`src/rtl/bpfcpu_fetch_arb.sv`:
```
// Round-robin instruction-fetch arbiter: one code-memory read port shared by N_CORES cores,
// with a per-core fetch-budget watchdog. Define BPFCPU_FETCH_STATS_EN to build the stall counter.
module bpfcpu_fetch_arb #(
  parameter int N_CORES         = 4,
  parameter int CODE_ADDR_WIDTH = 10,
  parameter int INST_WIDTH      = 64,
  parameter int RD_LATENCY      = 1,
  parameter int BUDGET_WIDTH    = 16
) (
  input  logic                               clk,
  input  logic                               rst_n,
  input  logic [N_CORES-1:0]                 core_rd_en,
  input  logic [N_CORES*CODE_ADDR_WIDTH-1:0] core_rd_addr,
  output logic [N_CORES*INST_WIDTH-1:0]      core_inst_data,
  output logic [N_CORES-1:0]                 core_inst_valid,
  input  logic [N_CORES-1:0]                 core_start,
  input  logic [BUDGET_WIDTH-1:0]            budget,
  output logic [N_CORES-1:0]                 core_timeout,
  output logic                               mem_rd_en,
  output logic [CODE_ADDR_WIDTH-1:0]         mem_rd_addr,
  input  logic [INST_WIDTH-1:0]              mem_rd_data,
  output logic [31:0]                        stat_stall
);

  localparam int RR_W  = (N_CORES > 1) ? $clog2(N_CORES) : 1;
  localparam int TAG_D = RD_LATENCY + 1;

  logic [RR_W-1:0]                        rr_q, rr_d;
  logic [N_CORES-1:0]                     inflight_q, inflight_d;
  logic [N_CORES-1:0]                     locked_q, locked_d;
  logic [N_CORES-1:0][BUDGET_WIDTH-1:0]   fcount_q, fcount_d;
  logic [TAG_D-1:0][N_CORES-1:0]          tag_q, tag_d;
  logic                                   mem_rd_en_q, mem_rd_en_d;
  logic [CODE_ADDR_WIDTH-1:0]             mem_rd_addr_q, mem_rd_addr_d;
  logic [N_CORES-1:0][INST_WIDTH-1:0]     data_q, data_d;
  logic [N_CORES-1:0]                     valid_q, valid_d;
  logic [N_CORES-1:0]                     timeout_q, timeout_d;

  logic [N_CORES-1:0] elig, over, req, grant, ret;
  logic               found;
  int                 win;

  always_comb begin
    // NOTE: every signal written here gets a default first, so no path can infer a latch.
    elig          = '0;
    over          = '0;
    req           = '0;
    grant         = '0;
    found         = 1'b0;
    win           = 0;
    rr_d          = rr_q;
    mem_rd_addr_d = mem_rd_addr_q;
    data_d        = data_q;
    fcount_d      = fcount_q;
    ret           = tag_q[RD_LATENCY];

    // A start pulse re-arms the budget, so it also masks the over-budget test that cycle.
    for (int k = 0; k < N_CORES; k++) begin
      elig[k] = core_rd_en[k] && !inflight_q[k] && !locked_q[k];
      over[k] = (budget != '0) && (fcount_q[k] == budget) && !core_start[k];
      req[k]  = elig[k] && !over[k];
    end

    // Rotating priority: first scan rr..N-1, then wrap to 0..rr-1.
    for (int k = 0; k < N_CORES; k++) begin
      if (!found && req[k] && (k >= int'(rr_q))) begin
        found = 1'b1;
        win   = k;
      end
    end
    for (int k = 0; k < N_CORES; k++) begin
      if (!found && req[k]) begin
        found = 1'b1;
        win   = k;
      end
    end

    for (int k = 0; k < N_CORES; k++) begin
      grant[k] = found && (win == k);
      if (grant[k]) mem_rd_addr_d = core_rd_addr[k*CODE_ADDR_WIDTH +: CODE_ADDR_WIDTH];
      if (ret[k])   data_d[k] = mem_rd_data;
      if (core_start[k])
        fcount_d[k] = grant[k] ? BUDGET_WIDTH'(1) : '0;
      else if (grant[k] && (fcount_q[k] != '1))
        fcount_d[k] = fcount_q[k] + BUDGET_WIDTH'(1);
    end
    if (found) rr_d = (win == N_CORES - 1) ? '0 : RR_W'(win + 1);

    mem_rd_en_d = found;
    tag_d[0]    = grant;
    for (int s = 1; s < TAG_D; s++) tag_d[s] = tag_q[s-1];
    inflight_d  = (inflight_q & ~ret) | grant;
    valid_d     = ret;
    timeout_d   = elig & over;
    locked_d    = (locked_q | timeout_d) & ~core_start;
  end

  always_ff @(posedge clk or negedge rst_n) begin
    if (!rst_n) begin
      rr_q          <= '0;
      inflight_q    <= '0;
      locked_q      <= '0;
      fcount_q      <= '0;
      tag_q         <= '0;
      mem_rd_en_q   <= 1'b0;
      mem_rd_addr_q <= '0;
      // NOTE: the per-core instruction registers are reset too, so no core sees pre-reset data.
      data_q        <= '0;
      valid_q       <= '0;
      timeout_q     <= '0;
    end else begin
      // NOTE: non-blocking assignments make every flop sample the pre-edge values.
      rr_q          <= rr_d;
      inflight_q    <= inflight_d;
      locked_q      <= locked_d;
      fcount_q      <= fcount_d;
      tag_q         <= tag_d;
      mem_rd_en_q   <= mem_rd_en_d;
      mem_rd_addr_q <= mem_rd_addr_d;
      data_q        <= data_d;
      valid_q       <= valid_d;
      timeout_q     <= timeout_d;
    end
  end

  assign mem_rd_en       = mem_rd_en_q;
  assign mem_rd_addr     = mem_rd_addr_q;
  assign core_inst_data  = data_q;
  assign core_inst_valid = valid_q;
  assign core_timeout    = timeout_q;

`ifdef BPFCPU_FETCH_STATS_EN
  logic [31:0] stat_q, stat_d;
  logic [32:0] stat_sum;

  // Adds one per core that could have been granted but lost arbitration; saturates.
  always_comb begin
    stat_sum = {1'b0, stat_q};
    for (int k = 0; k < N_CORES; k++) begin
      if (req[k] && !grant[k]) stat_sum = stat_sum + 33'd1;
    end
    stat_d = stat_sum[32] ? '1 : stat_sum[31:0];
  end

  always_ff @(posedge clk or negedge rst_n) begin
    if (!rst_n) stat_q <= '0;
    else        stat_q <= stat_d;
  end

  assign stat_stall = stat_q;
`else
  assign stat_stall = '0;
`endif

endmodule

```
`config.mk`:
```
export PLATFORM = sky130hd
export DESIGN_NAME = bpfcpu_fetch_arb
export DESIGN_NICKNAME = d
export VERILOG_FILES = /design/src/rtl/bpfcpu_fetch_arb.sv
export SDC_FILE = /design/constraint.sdc
export NUM_CORES = 1
export LEC_CHECK = 0
export BUFFER_PORTS_ARGS = -buffer_cell sky130_fd_sc_hd__buf_2
export CAP_MARGIN = 20
export CORE_AREA = 2 2 204 206
export DETAILED_ROUTE_END_ITERATION = 10
export DIE_AREA = 0 0 206 208
export SKIP_CTS_REPAIR_TIMING = 1
export SYNTH_ARGS = -nofsm -noshare
export SYNTH_HDL_FRONTEND = slang
export SYNTH_SLANG_ARGS = --single-unit
```
`constraint.sdc`:
```
create_clock -name clk -period 7.7 [get_ports clk]
set_clock_uncertainty 0.2 [all_clocks]
set_input_delay 0.77 -clock clk [delete_from_list [all_inputs] [get_ports clk]]
set_output_delay 0.77 -clock clk [all_outputs]
set_load 0.05 [all_outputs]
```
==> results by group <==
Setup path
  – CP Launch Type: primary input
  – Worst Setup End Kind: register
  – Worst EP arrival: roughly 4.6 ns
  – WS Path Type: in2reg
  – Crit path from: budget[13]
  – R2r startpoint: fcount_q[20]$_DFFE_PN0P_
  – Setup slack, reg-to-reg: around 3.4 ns
  – Data required time of the worst path: between 7 and 8 ns
  – Worst r2r dst: fcount_q[55]$_DFFE_PN0P_
  – Maximum net fanout on the critical path: 18
  – R2r worst-path depth: 11

Die
  – Die H: approximately 210 µm
  – Core area: 40,600 µm²
  – IO Count: approximately 440
  – Starting Density: 0.395
  – Die width: roughly 200 µm
  – Row count: 74
  – Full die area: 42,800 µm²

Layout
  – FF+latch area: roughly 8900 µm²
  – Layout Nets: ~1,800
  – Area grow syn2layout: 21.9%
  – Area of the multi-input gates: ~6500 µm²
  – Non-filler instance count after layout: about 2,200
  – Fillcell total: between 3,000 and 4,000
  – Proportion of layout cells with a drive suffix above 1: 0.457

Synthesis
  – Main synth FF type: dfrtp_1
  – Cell area after synthesis: ~16,000 µm²
  – Yosys top cell by area: dfrtp_1
  – Top post-synthesis cells by area: dfrtp_1 56%, mux2_2 19%, xor2_1 2.9%
  – Syn Inst Count: between 1,000 and 1,500
  – Synth warn: 0
  – Post-synthesis sequential area ratio: 0.557
  – Synth top area share: 0.557
  – Yosys reg bits: roughly 360
  – Post-synth EDFFs: 0
  – Mapped Avg Cell Area: 12.5 µm²
  – Post-synth ARST share: 1.00
  – Cell variety after synth: 52

Global route
  – Initial antenna violation count: 5
  – Gr ovfl total: 0
  – Global-route wire length before repair: approximately 66,000 µm
  – Total GRT Usage: 0.198
  – Vias in the first global route: roughly 11,000
  – Pin count of the biggest net entering global routing: ~150

Timing
  – Relative slew slack: 0.261
  – Setup Viol. Count Final: 0
  – Least-Margin Pin Slew: between 1 and 1.5 ns
  – Final Hold Viols: 0
  – Achievable Freq: approximately 230 MHz
  – Post-layout minimum cycle time: roughly 4.3 ns
  – Slew Limit Fails: 0
  – RSZ-0062 raised after global routing: no
  – Final period util: 0.563
  – Setup TNS: 0 ns

Placement
  – Final estimated routing congestion in global placement: between 0.8 and 0.9
  – Port Buffer Count: 404
  – Final HPWL from detailed placement: a little over 30,000 µm
  – Placed Instances: between 2,000 and 2,500

Hold path
  – Hold Path Class: in2async

Clock network
  – CTS tree: built
  – Clk_lat worst skew: roughly 0.55 ns
  – Clock Root Buffer: clkbuf_16
  – TritonCTS buffer count: 40
  – CTS Buffer Depth: 3
  – Worst-path clk slew: ~0.060 ns
  – Total clock sinks: roughly 360
  – H-tree levels: 2

Power and ir drop
  – Max IR drop VDD: between 0.1 and 0.15 mV
  – Pleak: 0.00968 µW
  – Pwr/cell area: 361 nW/µm²

Routing
  – Post-Route WL: between 40,000 and 50,000 µm
  – DRT antenna net count: 0
  – WL/cell: approximately 20 µm
  – Iter 0 DRT Violations: around 590
  – Total number of vias: around 11,000
  – DRC: 0
  – Vias/cell: ~5.1
  – Detailed-router iteration count before antenna repair: 5

Run status
  – Outcome: finished clean

Job
  – Max Cap Violations: 0
## worst max-delay path, stage by stage
cell and delay [ns]:
buf_2 0.22, nor4_2 0.08, and4_4 0.19, or4_1 0.57
o21bai_2 0.22, o221ai_1 0.18, a22oi_1 0.33, ha_1 0.83
nand2_1 0.45, nor4b_2 0.39, mux2_4 0.33
## how the worst max path moves through the flow
stage	end	slack (ns)	cells after the start
2_1_floorplan	fcount_q[26]$_DFFE_PN0P_	3.38	13
3_3_place_gp	fcount_q[23]$_DFFE_PN0P_	2.84	11
3_5_place_dp	fcount_q[23]$_DFFE_PN0P_	2.79	11
4_1_cts	fcount_q[23]$_DFFE_PN0P_	3.40	11
5_1_grt	fcount_q[53]$_DFFE_PN0P_	3.07	10
6_report	fcount_q[23]$_DFFE_PN0P_	3.36	11
## stage by stage
stage | setup WS [ns] | utilization | power, µW | hold WS, ns | cell area (µm²)
global placement | 2.84 | 0.451 | 5220 | 0.133 | 18300
finish | 3.36 | 0.482 | 7060 | 0.00612 | 19600
CTS | 3.40 | 0.482 | 7140 | 0.0447 | 19600
global route | 3.07 | 0.482 | 7370 | 0.0827 | 19600
detailed placement | 2.79 | 0.451 | 5260 | 0.136 | 18300
floorplan | 3.38 | - | 4570 | 0.131 | 16200
## sequential cells by signal, indices dropped and copies added, names as in the netlist
name and cells:
rr_q 2, core_inst_data 256, tag_d 4, fcount_q 64
core_timeout 4, locked_q 4, core_inst_valid 4, inflight_q 4
mem_rd_en 1, mem_rd_addr 10, ret 4
## metal layers
metal,wire length [µm],global-route usage
met1,17900,0.247
met2,21300,0.335
met3,3070,0.0451
met4,1230,0.0722
met5,0,0
## layout make-up
cell class                      instances  area share
Inverter                               18     0.00358
Multi-Input combinational cell        825       0.333
Timing Repair Buffer                  411       0.107
Sequential cell                       357       0.458
Clock buffer                           58      0.0577
Tap cell                              532      0.0340
Antenna cell                            2    0.000256
Clock inverter                         13     0.00697
## cells in the mapped netlist (2+ instances only)
master      n
and2_1      3
nor2_1     76
xnor2_1    11
nor3b_1     5
o221ai_1    2
o41ai_1     3
o31ai_1    17
nor4b_2     2
clkbuf_1   50
buf_6       8
nand3b_1    2
nor4_2      5
nand4_1    26
or4_1      19
o32ai_1     3
nand4b_1    4
o21bai_2    2
nor3_1     16
nor4_1     14
a21o_1      3
nor4b_1     2
or3_1      12
o21ai_0    29
o21ai_2     2
nor2b_1    26
o21a_1      2
buf_2      20
buf_4      32
ha_1        8
mux2_2    274
buf_1       3
mux2i_1    11
dfrtp_1   357
and4_4      3
nand2b_1    3
and3_1     15
a21oi_1    58
nand2_1    40
nand3_1    24
and4_1      7
xor2_1     53
mux2_4      5
inv_1      17
## cells in the final DEF (no fill, tap or decap), drive strengths merged, types with 4 or more instances in the layout
cell / count
conb: 32
or3: 12
clkbuf: 58
xor2: 53
xnor2: 11
and3: 15
or4: 19
o31ai: 17
clkinv: 8
mux2i: 11
nand2: 40
nand4: 26
nor2: 76
nor3: 16
dfrtp: 357
a21oi: 58
nor3b: 5
mux2: 280
nand4b: 4
and4: 10
ha: 8
nor4b: 4
nor2b: 26
nand3: 24
nor4: 19
o21ai: 31
inv: 20
buf: 411
## report_power, final
part	internal (µW)	switching (µW)
clock network	1090	771
logic	693	2020
registers	2280	211
## logic make-up after synthesis
family                     after synthesis  share of synthesized area
AOI/OAI and AO/OA                      126                     0.0468
xor gates and xnor gates                64                     0.0350
adders and majority gates                8                    0.00624
buffers and inverters                  132                     0.0446
DFF                                    357                      0.557
muxes                                  291                      0.205
other                                    1                   0.000234
and+or+nand+nor                        304                      0.105
Power figures use the tool's default switching activity.
